$ cat src/rtl/sort_result_streamer_if.sv
// Beat interface between the sort result streamer and its downstream consumer.
// One entry of the sorted set per handshake (out_valid && out_ready).
interface sort_result_streamer_if #(
    parameter int AREA_W = 19,
    parameter int IDX_W  = 3
);
    logic              out_valid;
    logic              out_ready;
    logic [AREA_W-1:0] out_area;
    logic [IDX_W-1:0]  out_index;
    logic [2:0]        out_rank;
    logic              out_last;

    modport master (
        output out_valid, out_area, out_index, out_rank, out_last,
        input  out_ready
    );

    modport slave (
        input  out_valid, out_area, out_index, out_rank, out_last,
        output out_ready
    );
endinterface

$ cat src/rtl/sort_result_streamer.sv
// sort_result_streamer: captures the heptagon area sorter's level-held result on the
// rising edge of valid_on and streams it one entry per handshake, largest area first.
// Optional feature: define SORT_STREAM_ORDER_CHECK_EN to build the capture-time
// ordering check that drives order_err; otherwise order_err is tied low.
module sort_result_streamer #(
    parameter int N      = 5,
    parameter int AREA_W = 19,
    parameter int IDX_W  = 3
) (
    input  logic                  clk,
    input  logic                  reset,
    input  logic                  valid_on,
    input  logic [N*AREA_W-1:0]   area_in,
    input  logic [N*IDX_W-1:0]    index_in,
    sort_result_streamer_if.master stream,
    output logic                  busy,
    output logic                  done,
    output logic                  order_err
);

    localparam logic [1:0] IDLE    = 2'd0;
    localparam logic [1:0] SEND    = 2'd1;
    localparam logic [1:0] DONE    = 2'd2;
    localparam logic [1:0] WAITLOW = 2'd3;

    localparam logic [2:0] LAST_RANK = 3'(N - 1);

    logic [1:0]        state;
    logic [2:0]        rank;
    logic              beat_valid;
    logic              valid_prev;
    logic              armed;
    logic              capture;
    logic              accept;
    logic [AREA_W-1:0] shadow_area  [N];
    logic [IDX_W-1:0]  shadow_index [N];
    logic [AREA_W-1:0] beat_area;
    logic [IDX_W-1:0]  beat_index;
    logic              beat_last;

    // A valid_on held high through reset is a stale result, so a capture also needs
    // valid_on to have been seen low at least once since reset (armed).
    assign capture = (state == IDLE) && valid_on && !valid_prev && armed;
    assign accept  = beat_valid && stream.out_ready;

    // Edge detector history and the post-reset arming flag.
    always_ff @(posedge clk) begin
        // NOTE: sequential state uses non-blocking assignments so every flop samples
        // pre-edge values regardless of statement order.
        if (reset) begin
            valid_prev <= 1'b0;
            armed      <= 1'b0;
        end else begin
            valid_prev <= valid_on;
            if (!valid_on) armed <= 1'b1;
        end
    end

    // Shadow copy of the sorted result, loaded only in the capture cycle.
    always_ff @(posedge clk) begin
        // NOTE: the shadow arrays are cleared on reset on purpose so a post-reset idle
        // output is all zeros; drop this loop if that guarantee is not wanted.
        if (reset) begin
            for (int k = 0; k < N; k++) begin
                shadow_area[k]  <= '0;
                shadow_index[k] <= '0;
            end
        end else if (capture) begin
            for (int k = 0; k < N; k++) begin
                shadow_area[k]  <= area_in[k*AREA_W +: AREA_W];
                shadow_index[k] <= index_in[k*IDX_W +: IDX_W];
            end
        end
    end

    // Stream control FSM: capture, send N beats, pulse done, then wait for valid_on low.
    always_ff @(posedge clk) begin
        if (reset) begin
            state      <= IDLE;
            rank       <= '0;
            beat_valid <= 1'b0;
            busy       <= 1'b0;
            done       <= 1'b0;
        end else begin
            done <= 1'b0;
            case (state)
                IDLE: begin
                    if (capture) begin
                        rank       <= '0;
                        beat_valid <= 1'b1;
                        busy       <= 1'b1;
                        state      <= SEND;
                    end
                end
                SEND: begin
                    if (accept) begin
                        if (rank == LAST_RANK) begin
                            rank       <= '0;
                            beat_valid <= 1'b0;
                            busy       <= 1'b0;
                            done       <= 1'b1;
                            state      <= DONE;
                        end else begin
                            rank <= rank + 3'd1;
                        end
                    end
                end
                DONE: begin
                    state <= valid_on ? WAITLOW : IDLE;
                end
                WAITLOW: begin
                    if (!valid_on) state <= IDLE;
                end
                default: state <= IDLE;
            endcase
        end
    end

    // Beat payload: the shadow entry at the current rank, zero while no beat is offered.
    always_comb begin
        // NOTE: every output of this block gets a default first, so no path leaves a
        // value unassigned and no latch is inferred.
        beat_area  = '0;
        beat_index = '0;
        beat_last  = 1'b0;
        if (beat_valid) begin
            beat_area  = shadow_area[rank];
            beat_index = shadow_index[rank];
            beat_last  = (rank == LAST_RANK);
        end
    end

    assign stream.out_valid = beat_valid;
    assign stream.out_area  = beat_area;
    assign stream.out_index = beat_index;
    assign stream.out_rank  = rank;
    assign stream.out_last  = beat_last;

`ifdef SORT_STREAM_ORDER_CHECK_EN
    logic unsorted;

    // Any adjacent pair rising in area means the sorter's output is not descending.
    always_comb begin
        unsorted = 1'b0;
        for (int k = 0; k < N - 1; k++) begin
            if (area_in[k*AREA_W +: AREA_W] < area_in[(k+1)*AREA_W +: AREA_W]) unsorted = 1'b1;
        end
    end

    // Ordering flag, re-evaluated at each capture and held until the next one.
    always_ff @(posedge clk) begin
        if (reset) begin
            order_err <= 1'b0;
        end else if (capture) begin
            order_err <= unsorted;
        end
    end
`else
    assign order_err = 1'b0;
`endif

endmodule

$ cat src/flat_wrapper.sv
// flat-port wrapper written by rule: the top's interface ports become plain ports
module sort_result_streamer_flat 
#(
    parameter int N      = 5,
    parameter int AREA_W = 19,
    parameter int IDX_W  = 3
)
  (clk, reset, valid_on, area_in, index_in, busy, done, order_err, stream_out_valid, stream_out_area, stream_out_index, stream_out_rank, stream_out_last, stream_out_ready);
  sort_result_streamer_if #(.AREA_W(AREA_W), .IDX_W(IDX_W)) stream_i ();
  input  logic clk;
  input  logic reset;
  input  logic valid_on;
  input  logic [N*AREA_W-1:0] area_in;
  input  logic [N*IDX_W-1:0] index_in;
  output logic busy;
  output logic done;
  output logic order_err;
  output wire logic [$bits(stream_i.out_valid)-1:0] stream_out_valid;
  output wire logic [$bits(stream_i.out_area)-1:0] stream_out_area;
  output wire logic [$bits(stream_i.out_index)-1:0] stream_out_index;
  output wire logic [$bits(stream_i.out_rank)-1:0] stream_out_rank;
  output wire logic [$bits(stream_i.out_last)-1:0] stream_out_last;
  input wire logic [$bits(stream_i.out_ready)-1:0] stream_out_ready;
  assign stream_out_valid = stream_i.out_valid;
  assign stream_out_area = stream_i.out_area;
  assign stream_out_index = stream_i.out_index;
  assign stream_out_rank = stream_i.out_rank;
  assign stream_out_last = stream_i.out_last;
  assign stream_i.out_ready = stream_out_ready;
  sort_result_streamer #(.N(N), .AREA_W(AREA_W), .IDX_W(IDX_W)) u_core (.clk(clk), .reset(reset), .valid_on(valid_on), .area_in(area_in), .index_in(index_in), .stream(stream_i), .busy(busy), .done(done), .order_err(order_err));
endmodule
$ cat config.mk
export PLATFORM = sky130hd
export DESIGN_NAME = sort_result_streamer_flat
export DESIGN_NICKNAME = d
export VERILOG_FILES = /design/src/rtl/sort_result_streamer_if.sv /design/src/rtl/sort_result_streamer.sv /design/src/flat_wrapper.sv
export SDC_FILE = /design/constraint.sdc
export NUM_CORES = 1
export LEC_CHECK = 0
export BUFFER_PORTS_ARGS = -buffer_cell sky130_fd_sc_hd__buf_2
export CAP_MARGIN = 20
export CORE_MARGIN = 5
export CORE_UTILIZATION = 48
export CTS_CLUSTER_SIZE = 10
export DETAILED_ROUTE_END_ITERATION = 12
export MAX_ROUTING_LAYER = met4
export PLACE_DENSITY = 0.77
export SLEW_MARGIN = 0
export SYNTH_ARGS = -nofsm -noshare
export SYNTH_HDL_FRONTEND = slang
export SYNTH_SLANG_ARGS = --single-unit
$ cat constraint.sdc
create_clock -name clk -period 2.55 [get_ports clk]
set_input_delay 0.51 -clock clk [delete_from_list [all_inputs] [get_ports clk]]
set_output_delay 0.51 -clock clk [all_outputs]
set_load 0.01 [all_outputs]
==> results.toml <==
[hold_path]
hold_path_startpoint = "valid_on"
class_of_the_tightest_hold_or_removal_check = "primary input to flip-flop"
holdPathEnd = "u_core.armed"
timing.hold.worst_path_depth = 2

[synthesis]
synth_top_flop_cell = "sky130_fd_sc_hd__edfxtp_1"
synth.yosys.seq_area_share_pct = 65.5
postSynthCellCount = 346
yosys_warnings = 0
synth.avg_cell_area_um2 = 15.6
synthTopCellsByArea = "sky130_fd_sc_hd__edfxtp_1 (61%), sky130_fd_sc_hd__and2_1 (13%), sky130_fd_sc_hd__mux4_1 (7.8%), sky130_fd_sc_hd__dfxtp_1 (4.4%), sky130_fd_sc_hd__a22o_1 (3.4%)"
postSynthNetCount = 462
synth-async-reset-ratio_pct = 0
post-synth-top-area-cell = "sky130_fd_sc_hd__edfxtp_1"
ff_latch_count_synth = 122
synth_enable_flop_cells = 110
post-synth-top-area-fraction_pct = 61.0
syn_std_cell_area_mm2 = 0.00541
synth.lib_cells_used.distinct = 34

[worst_setup_path]
crit_arrival_ns = 1.91
critical_path_class = "flip-flop to output port"
cp.required_ns = 2.04
cp_endpoint_kind = "output port"
r2r_cells = 4
critical_path.reg2reg.startpoint = "u_core.armed"
rr_endpoint = "u_core.shadow_area[0][0]"
timing.critical_path.from_type = "flip-flop"
worst-r2r-setup-slack_ns = 0.90
maximum_net_fanout_on_the_critical_path = 12

[sta]
timing.fmax_ghz = 0.414
rsz_0062_raised_after_global_routing = "false"
max_slew_violation_total_from_the_final_report = 0
finalSetupViolations = 0
fin_crit_sh_pct = 94.8
final_hold_viol_count = 0
finalCriticalPeriod_ns = 2.42
finalWorstSetupSlack_ns = 0.134
post_route_setup_tns_ns = 0
fin_skew_ns = 0.00860
relSlewSlack_pct = 63.7
slew_at_the_pin_with_the_worst_max_slew_slack_ns = 0.544

[floorplanning]
rows = 38
design.die.area_mm2 = 0.0135
core_region_area_mm2 = 0.0109
die_height_um = 116
ios = 144
die_width_um = 116
initial_core_utilization_pct = 49.5

[drt]
totalWireLength_mm = 11.1
routedWlPerCell_um = 17.1
drt_pass1_iterations = 4
drt-vias-per-instance = 5.09
drt.antenna.violating_nets = 0
drc = 0
dr.first_iter.drc_count = 190
via_count = 3302

[power_and_ir_drop]
power_density_mw_per_mm2 = 708
seq_power_share_pct = 47.9
power.clock.fraction_pct = 46.5
vdd.ir_drop.worst_mv = 0.721
totalPowerFinal_mw = 4.86
leakage_nw = 2.90
netSwitchingFraction_pct = 20.5
p_comb_share_pct = 5.6
power.internal_mw = 3.86
switching_power_mw = 0.998

[finish]
drive_above_1_share_pct = 37.3
post-route-cell-area_mm2 = 0.00686
layout.cells.most_common = "sky130_fd_sc_hd__buf_2"
nets = 611
final-instance-count-excl-fill = 649
synthToLayoutAreaGrowth_pct = 26.8
mostFrequentLayoutCells = "sky130_fd_sc_hd__buf_2 (142), sky130_fd_sc_hd__and2_1 (111), sky130_fd_sc_hd__edfxtp_1 (110)"

[clock_network]
cts_tree = "done"
clock_tree.htree_level_count = 4
cts-buffers-inserted = 17
root_buffer = "sky130_fd_sc_hd__clkbuf_16"
number_of_clock_sinks = 122
post_cts_hold_buffer_count = 0
path_clk_slew_ns = 0.05
clockBufferDepth = 2
worst_skew_pair.late_latency_ns = 0.41
cts_setup_buffers = 0

[outcome]
outcome = "complete, no violations"

[grt]
grt_start_max_net_pins = 108
groute.layer.met1.usage_pct = 22.2
grt_pass1_vias = 3558
gr-total-overflow = 0
met2_usage_pct = 28.3
grt_first_pass_wirelength_mm = 17.6
number_of_antenna_violations_at_the_first_check_in_global_routing = 2
grt_use_met3_pct = 5.65
grtUsageTotal_pct = 18.0
grt_busiest_layer = "met2"

[placed_design]
buffers_on_ports = 142
hpwlAfterDp_mm = 7.51
dpl_cell_area_mm2 = 0.00629
dp.cells = 616
place_congestion = 0.796
pre_cts_slack_ns = 0.500

[run]
max_cap_viol_count = 0
-- layout make-up --
class	count	area (µm²)
sequential	122	3540
fill	826	4070
tap	140	175
multi-input combinational	197	1730
timing repair buffer	153	838
clock inverter	13	128
antenna	2	5.00
inverter	4	15.0
clock buffer	18	429
-- sequential cells by signal, summed over array words and instances (netlist names), named ones only --
signal / flops
u_core.busy: 1
u_core.done: 1
u_core.valid_prev: 1
u_core.shadow_index: 15
u_core.stream.out_rank: 3
u_core.armed: 1
u_core.shadow_area: 95
u_core.state: 2
-- per-layer routing --
layer	wire (µm)	up-vias
li1	-	1602
met1	4780	1578
met2	5550	114
met3	662	8
met4	116	0
met5	0	-
-- worst max path at each step --
stage	endpoint	depth (start not counted)
after detailed placement	stream_out_area[9]	4
after floorplan	u_core.shadow_area[0][0]	3
final	stream_out_area[10]	4
after global routing	stream_out_area[10]	4
after CTS	stream_out_area[9]	4
after global placement	stream_out_area[9]	4
-- cell families (layout without fill, tap and decap cells) --
family	Yosys count	count (layout)	synth area share, %
flip-flops	122	122	65.5
other	1	3	0.0693
multiplexers	24	24	10.6
AO/OA/AOI/OAI	33	33	4.86
AND/OR/NAND/NOR	137	137	15.8
buffers and inverters	27	188	2.66
adder cells (fa/ha/maj)	2	2	0.462
-- cells in the mapped netlist, types with 2 or more instances --
library cell               instances
sky130_fd_sc_hd__a21oi_1           4
sky130_fd_sc_hd__buf_1             2
sky130_fd_sc_hd__mux4_2            6
sky130_fd_sc_hd__buf_4             2
sky130_fd_sc_hd__nand2_1           7
sky130_fd_sc_hd__nand3_1           4
sky130_fd_sc_hd__o31ai_1           2
sky130_fd_sc_hd__o32ai_1           2
sky130_fd_sc_hd__buf_6             3
sky130_fd_sc_hd__clkbuf_1          6
sky130_fd_sc_hd__nor2b_1           3
sky130_fd_sc_hd__mux2i_1           2
sky130_fd_sc_hd__mux4_1           16
sky130_fd_sc_hd__clkbuf_2         10
sky130_fd_sc_hd__and2_1          111
sky130_fd_sc_hd__edfxtp_1        110
sky130_fd_sc_hd__inv_1             4
sky130_fd_sc_hd__dfxtp_1          12
sky130_fd_sc_hd__a22o_1           21
sky130_fd_sc_hd__nor2_1            3
sky130_fd_sc_hd__and4b_1           2
sky130_fd_sc_hd__ha_1              2
-- critical path, cell delays in order (launching register included) --
cell                      delay [ns]
sky130_fd_sc_hd__dfxtp_1        0.36
sky130_fd_sc_hd__buf_6          0.21
sky130_fd_sc_hd__mux4_1         0.58
sky130_fd_sc_hd__a22o_1         0.21
sky130_fd_sc_hd__buf_2          0.14
-- power by group through the flow --
stage                     registers (mW)  logic, mW  clock network [mW]
final                               2.33      0.272                2.26
after global routing                2.34      0.301                2.41
after CTS                           2.33      0.277                2.31
after detailed placement            2.37      0.276                   0
after global placement              2.36      0.268                   0
after floorplan                     2.36      0.141                   0
-- per-stage QoR --
step                      hold WS, ns  util [%]
after floorplan                 0.447         -
after global placement          0.463      57.6
after detailed placement        0.472      57.6
after CTS                       0.337      62.6
after global routing            0.359      62.8
final                           0.366      62.8
-- what timing repair did --
action	4_1_cts	5_1_grt
endpoints found under the setup margin	0	4
hold endpoints to repair	0	0
resized for setup	0	2
Power figures use the tool's default switching activity.
